$ cat config.mk
export PLATFORM = sky130hd
export DESIGN_NAME = data_decimator
export DESIGN_NICKNAME = d
export VERILOG_FILES = /design/src/rtl/data_decimator.sv
export SDC_FILE = /design/constraint.sdc
export NUM_CORES = 1
export LEC_CHECK = 0
export ABC_AREA = 1
export CORE_UTILIZATION = 55
export CTS_BUF_LIST = sky130_fd_sc_hd__clkbuf_4 sky130_fd_sc_hd__clkbuf_8
export DETAILED_ROUTE_END_ITERATION = 12
export HOLD_SLACK_MARGIN = 0.15
export PLACE_DENSITY_LB_ADDON = 0.15
export SETUP_SLACK_MARGIN = 0.5
export SLEW_MARGIN = 20
export SYNTH_ARGS = -nofsm -noshare
export SYNTH_HDL_FRONTEND = slang
export SYNTH_SLANG_ARGS = --single-unit
$ cat constraint.sdc
create_clock -name ad_clk -period 7.75 [get_ports ad_clk]
set_clock_uncertainty 0.2 [all_clocks]
set_input_delay 1.9375 -clock ad_clk [delete_from_list [all_inputs] [get_ports ad_clk]]
set_output_delay 1.9375 -clock ad_clk [all_outputs]
set_load 0.01 [all_outputs]
$ cat src/rtl/data_decimator.sv
// rtl/data_decimator.sv - ADC sample decimator with sample, peak-max and peak-min window modes.
module data_decimator #(
  parameter int DATA_W = 12,
  parameter int RATE_W = 16
) (
  input  logic              ad_clk,
  input  logic              rst,
  input  logic              en,
  input  logic [RATE_W-1:0] deci_rate,
  input  logic [1:0]        deci_mode,
  input  logic [DATA_W-1:0] ad_data,
  output logic              deci_valid,
  output logic [DATA_W-1:0] deci_data,
  output logic              clip
);

  logic [RATE_W-1:0] cnt;
  logic [RATE_W-1:0] n_lat;
  logic [1:0]        mode_lat;
  logic [DATA_W-1:0] run_first;
  logic [DATA_W-1:0] run_max;
  logic [DATA_W-1:0] run_min;
  logic              run_clip;

  logic              win_start;
  logic [RATE_W-1:0] n_eff;
  logic [1:0]        mode_eff;
  logic              win_last;
  logic              sample_clip;
  logic [DATA_W-1:0] win_first;
  logic [DATA_W-1:0] win_max;
  logic [DATA_W-1:0] win_min;
  logic              win_clip;
  logic [DATA_W-1:0] result;

  // At cnt=0 the live inputs define the window, so the first sample already uses them.
  always_comb begin
    win_start   = (cnt == '0);
    n_eff       = n_lat;
    mode_eff    = mode_lat;
    if (win_start) begin
      n_eff    = (deci_rate == '0) ? RATE_W'(1) : deci_rate;
      mode_eff = deci_mode;
    end
    win_last    = (cnt == n_eff - RATE_W'(1));
    sample_clip = (ad_data == '0) || (ad_data == '1);
    win_first   = win_start ? ad_data : run_first;
    win_max     = ad_data;
    win_min     = ad_data;
    win_clip    = sample_clip;
    if (!win_start) begin
      win_max  = (run_max > ad_data) ? run_max : ad_data;
      win_min  = (run_min < ad_data) ? run_min : ad_data;
      win_clip = run_clip | sample_clip;
    end
    case (mode_eff)
      2'b01:   result = win_max;
      2'b10:   result = win_min;
      default: result = win_first;
    endcase
  end

  always_ff @(posedge ad_clk) begin
    if (rst) begin
      cnt        <= '0;
      n_lat      <= '0;
      mode_lat   <= '0;
      run_first  <= '0;
      run_max    <= '0;
      run_min    <= '0;
      run_clip   <= 1'b0;
      deci_valid <= 1'b0;
      deci_data  <= '0;
      clip       <= 1'b0;
    end else begin
      deci_valid <= 1'b0;
      if (en) begin
        if (win_start) begin
          n_lat    <= n_eff;
          mode_lat <= mode_eff;
        end
        run_first <= win_first;
        run_max   <= win_max;
        run_min   <= win_min;
        run_clip  <= win_clip;
        if (win_last) begin
          cnt        <= '0;
          deci_valid <= 1'b1;
          deci_data  <= result;
          clip       <= win_clip;
        end else begin
          cnt <= cnt + RATE_W'(1);
        end
      end
    end
  end

endmodule

# Word-level counts from Yosys, hierarchy flattened
# Cells that the tools add are included.
# classes
add_sub_neg	2
n_lt_le_gt_ge	2
eq_ne	4
muxes	12
bitwise_logic	2
n_reduce_logical	7
# ops
cell	n
two-way mux 12 bit	5
two-way mux 16 bit	3
zero test 16 bit	2
case mux 12 bit (2 select lines)	1
adder 16 x 1 -> 16 bit, second input constant	1
equality test 16 bit	1
subtractor 16 x 1 -> 16 bit, second input constant	1
equality test 12 bit, second input constant	1
greater-than comparator 12 bit	1
zero test 12 bit	1
< comparator 12 bit	1
AND reduction 2 bit	2
equality test 2 x 1 -> 1 bit, second input constant	1
equality test 2 bit, second input constant	1
two-way mux 1 bit	2
two-way mux 2 bit	1
OR reduction 2 bit	1
logical OR 1 bit	1
NOT 1 bit	1
bitwise OR 1 bit	1
# totals
register_bits	85
in_bits	33
output_inout_bits	14
word_cells	39

# Depth between registers and ports, before layout
# logic_depth
word_depth	6
depth_mapped	26

# Least setup slack after synthesis
# OpenSTA, ideal clock, no wires.
# synth_path
path_kind	input port to flip-flop
startpoint	in deci_rate[7]
endpoint	reg cnt[5]
setup_ns	0.121
arrival_time_ns	3.779
required_ns	7.429
path_slack_ns	3.650
stages	18
n_path_buf	1
path_cell_list	nor2_1 > nand2_1 > nor2_1 > nand2_1 > nand3_1 > nand2_2 > ha_1 > xor2_1 > nand3_1 > nor2_1 > nand3_1 > nor2_1 > nand2_1 > nor2_4 > nand3_4 > nand2_4 > buf_12 > nor2_4
# synth_via
elab_chain_len	6
# synth_lines
element	line	rtl
start, declared	9	input logic [RATE_W-1:0] deci_rate,
zero test 16 bit	42	n_eff = (deci_rate == '0) ? RATE_W'(1) : deci_rate;
two-way mux 16 bit *	42	
two-way mux 16 bit *	41	if (win_start) begin
subtractor 16 x 1 -> 16 bit *	45	win_last = (cnt == n_eff - RATE_W'(1));
equality test 16 bit *	45	
two-way mux 16 bit *	86	if (win_last) begin
end signal, assigned	92	cnt <= cnt + RATE_W'(1);
end, declared	17	logic [RATE_W-1:0] cnt;
# Every way passes the cells marked *; elsewhere a longest branch is shown, timed or not.
# A chain may end at the register's enable or synchronous reset.

# Worst setup path in the final report
# layout_path
startpoint	in deci_rate[6]
endpoint	reg deci_data[3]
# layout_via
elab_chain_len	6
# layout_lines
element	line	rtl
zero test 16 bit	42	
two-way mux 16 bit *	42	
two-way mux 16 bit *	41	
subtractor 16 x 1 -> 16 bit *	45	
equality test 16 bit *	45	
AND reduction 2 bit (no source line) *	n/a	
end signal, assigned	89	deci_data <= result;
end, declared	13	output logic [DATA_W-1:0] deci_data,
# Marked as above.

==> out/summary.md <==
## Status
• complete, no violations — outcome

## Layout
• 1053 — final net count
• 8.63% — fraction of layout cells with a size suffix above 1
• 1067 — number of filler instances in the final layout
• sky130_fd_sc_hd__nand2_1 — most common cell after layout, fill and taps aside
• 3780 µm² — combined area of the multi-input logic cells
• 1700 µm² — register area
• 239 x sky130_fd_sc_hd__nand2_1, 125 x sky130_fd_sc_hd__inv_1, 97 x sky130_fd_sc_hd__nor2_1, 93 x sky130_fd_sc_hd__nand3_1, 85 x sky130_fd_sc_hd__dfxtp_1 — top library cells by usage in the layout, fill and taps aside
• 0 — Inserted Diodes
• 11.5% — Synth-to-Final Area Change

## Critical path
• input port to flip-flop — class of the most critical setup path
• clkdlybuf4s50_1, nor2_1, nand2_1, nor2_1, nand2_1, nand3_1, nand2_2, ha_1, nand3_2, nor2_1, nand2_1, nand2_1, nand2_1, nand2_1, nand2_1, nor2_1, nand3_1, nor2_2, nand3_1, nand2_1 — series of cell instances along the critical path
• input port — category of the worst setup path launch point
• 540 ps — Crit path largest cell delay
• sky130_fd_sc_hd__nor2_2 — cell with the largest stage delay on the worst path
• 13 — largest fanout of any net on the critical path
• 4950 ps — WP data arrival
• sky130_fd_sc_hd__nand2_1 — most frequent cell on the critical path
• cnt[0] — worst r2r src
• simple AND/OR/NAND/NOR gates — critical path's top delay family
• deci_data[3] — Crit Reg-Reg Endpoint
• 7880 ps — data required time of the worst path
• 23 — FF-to-FF path depth
• 1 — number of buffer and inverter instances along the worst setup path
• flip-flop — nature of the critical path endpoint
• 3720 ps — minimum setup slack among reg-to-reg paths

## CTS
• 9 — number of buffers inserted during clock tree synthesis
• 90 ps — clock edge transition at the registers on the reported setup and hold paths
• built — TritonCTS clock tree
• 0 — count of buffers added by post-CTS timing repair for setup
• 0 — post-cts hold buffer count
• 85 — number of sinks driven by the clock tree
• 0 — Gates resized, CTS repair
• sky130_fd_sc_hd__clkbuf_8 — CTS Root Buffer Type
• 3 — # H-tree levels
• 2 — clk buf depth
• 380 ps — clock insertion delay at the later pin of the skew report

## Synthesis
• 1032 — total nets after synthesis
• 0 — Synth Warn #
• 85 — post-synthesis register bit count
• 38 — number of different library cells in the post-synthesis netlist
• 6.37 µm² — mean post-synth cell area
• 971 — instance count of the mapped netlist
• 27.5% — top cell type's share of synthesized area
• 6190 µm² — area of the mapped netlist
• 27.5% — sequential element share of the synthesized area
• sky130_fd_sc_hd__dfxtp_1 27%, sky130_fd_sc_hd__nand2_1 14%, sky130_fd_sc_hd__inv_1 7.6%, sky130_fd_sc_hd__nand3_1 7.5%, sky130_fd_sc_hd__nor2_1 5.9% — largest cells by area after synthesis
• sky130_fd_sc_hd__dfxtp_1 — area leader, netlist

## Drt
• 15900 µm — drt total wl
• 5.36 — per-cell via count in the routed design
• 340 — drt initial violations
• 6094 — routed via count
• 4 — number of optimization iterations in the first detailed-route pass
• 14.0 µm — routed length per instance
• 0 — Antenna Nets Post-Route
• 0 — residual DRC count

## Worst hold path
• run_first[4] — end point of the worst hold path
• flip-flop to flip-flop — worst hold path class
• 2 — Hold Path Depth
• run_first[4] — critical hold path startpoint

## Global routing
• 0 — grt total ovfl
• 44 — pin count of the biggest net entering global routing
• 26400 µm — first-pass GRT wire length
• 0 — antenna violations before repair
• 5673 — via count of the first global-routing pass
• 29.4% — GRT Total Usage

## Floorplan
• 108 µm — floorplan die height
• 11700 µm² — area enclosed by the die boundary
• 56.8% — starting density of the core
• 108 µm — Die W
• 10900 µm² — area of the placeable core
• 47 — IO Count
• 38 — Cell Rows

## STA
• 265 ps — worst slack on hold paths
• 208 MHz — achievable frequency
• 0 — Hold Fails Final Rpt
• 62.1% — fraction of the cycle the final worst path needs
• 1090 ps — worst-margin pin slew
• 27.3% — Max transition margin
• false — RSZ-0062 raised after global routing
• 0 — number of max-slew violations in the final report
• 4820 ps — final period demand of the worst path
• 0 ps — setup TNS
• 0 — total setup violations reported at the end of the flow

## Pwr
• 0.00329 µW — leakage power total
• 0.163 mV — worst vdd ir
• 189 nW/µm² — cell area power density

## Job
• 0 — maxcap violations

## Place
• 46 — Port-buffer cells
• 0.901 — last weighted congestion value of the routability-driven placer
• 11800 µm — post-detailed-placement half-perimeter wirelength

==> synthesized netlist by cell type, drive strengths merged <==
master and number:
nand3b 2, o21a 1, clkinv 2, a21oi 55, a21boi 1, nor3 5, inv 130, o311ai 1
dfxtp 85, ha 28, a31oi 2, o31ai 2, nand2 264, a211oi 13, nor3b 1, xor2 18
o21ai 63, xnor2 5, buf 14, nor2 126, o211ai 14, nand3 98, nand4 9, clkbuf 28
nor4 4
==> per-layer routing <==
layer  up-vias  wire length, µm  GRT usage, %
met5         -                0             0
met4         0              625          14.2
met3        37              688          5.91
met2       130             7870          52.4
met1      2760             6700          33.3
li1       3167                -             -
==> kinds of logic after synthesis <==
family                     share of synthesized area [%]
buffers and inverters                               11.5
and+or+nand+nor                                     38.5
xor gates and xnor gates                            3.25
adders and majority gates                           5.66
AOI/OAI and AO/OA                                   13.6
DFF                                                 27.5
==> power breakdown <==
group	internal (µW)	total, µW	switching [µW]
Clock	218	387	170
Sequential	467	483	16.0
Combinational	144	436	292
==> state kept, by name, indices dropped and copies added, names as in the netlist <==
signal,flops
run_min,12
deci_valid,1
run_max,12
run_first,12
deci_data,12
cnt,16
clip,1
mode_lat,2
run_clip,1
n_lat,16
==> tightest hold or removal path, cell delays in order, from the launching register on <==
cell and delay (ps):
sky130_fd_sc_hd__dfxtp_1 300, sky130_fd_sc_hd__inv_1 60, sky130_fd_sc_hd__a211oi_1 60
==> layout make-up <==
| class | count | share of cell area [%] |
|---|---|---|
| clock buffers | 10 | 1.90 |
| clock inverters | 6 | 1.61 |
| inverters | 132 | 7.18 |
| multi-input cells | 712 | 54.8 |
| flip-flops and latches | 85 | 24.7 |
| well taps | 140 | 2.54 |
| repair buffers | 52 | 7.33 |
==> metrics by stage <==
| step | utilization (%) | instance area, µm² | total power [µW] | cells | setup slack, ps |
|---|---|---|---|---|---|
| floorplan | - | 6190 | 821 | 971 | 3650 |
| global placement | 61.1 | 6660 | 922 | 1121 | 2590 |
| detailed placement | 61.1 | 6660 | 926 | 1121 | 2590 |
| CTS | 63.4 | 6900 | 1320 | 1137 | 3010 |
| global route | 63.4 | 6900 | 1390 | 1137 | 2690 |
| finish | 63.4 | 6900 | 1310 | 1137 | 2930 |
==> how the worst max path moves through the flow <==
| stage | start | endpoint | slack (ps) | cells after the start |
|---|---|---|---|---|
| 3_3_place_gp | ad_data[11] | deci_data[4] | 2590 | 14 |
| 6_report | deci_rate[6] | deci_data[3] | 2930 | 20 |
| 4_1_cts | deci_rate[6] | deci_data[3] | 3010 | 20 |
| 2_1_floorplan | deci_rate[7] | cnt[5] | 3650 | 18 |
| 5_1_grt | ad_data[1] | deci_data[3] | 2690 | 15 |
| 3_5_place_dp | deci_rate[6] | deci_data[3] | 2590 | 20 |
(Power assumes the default switching activity.)
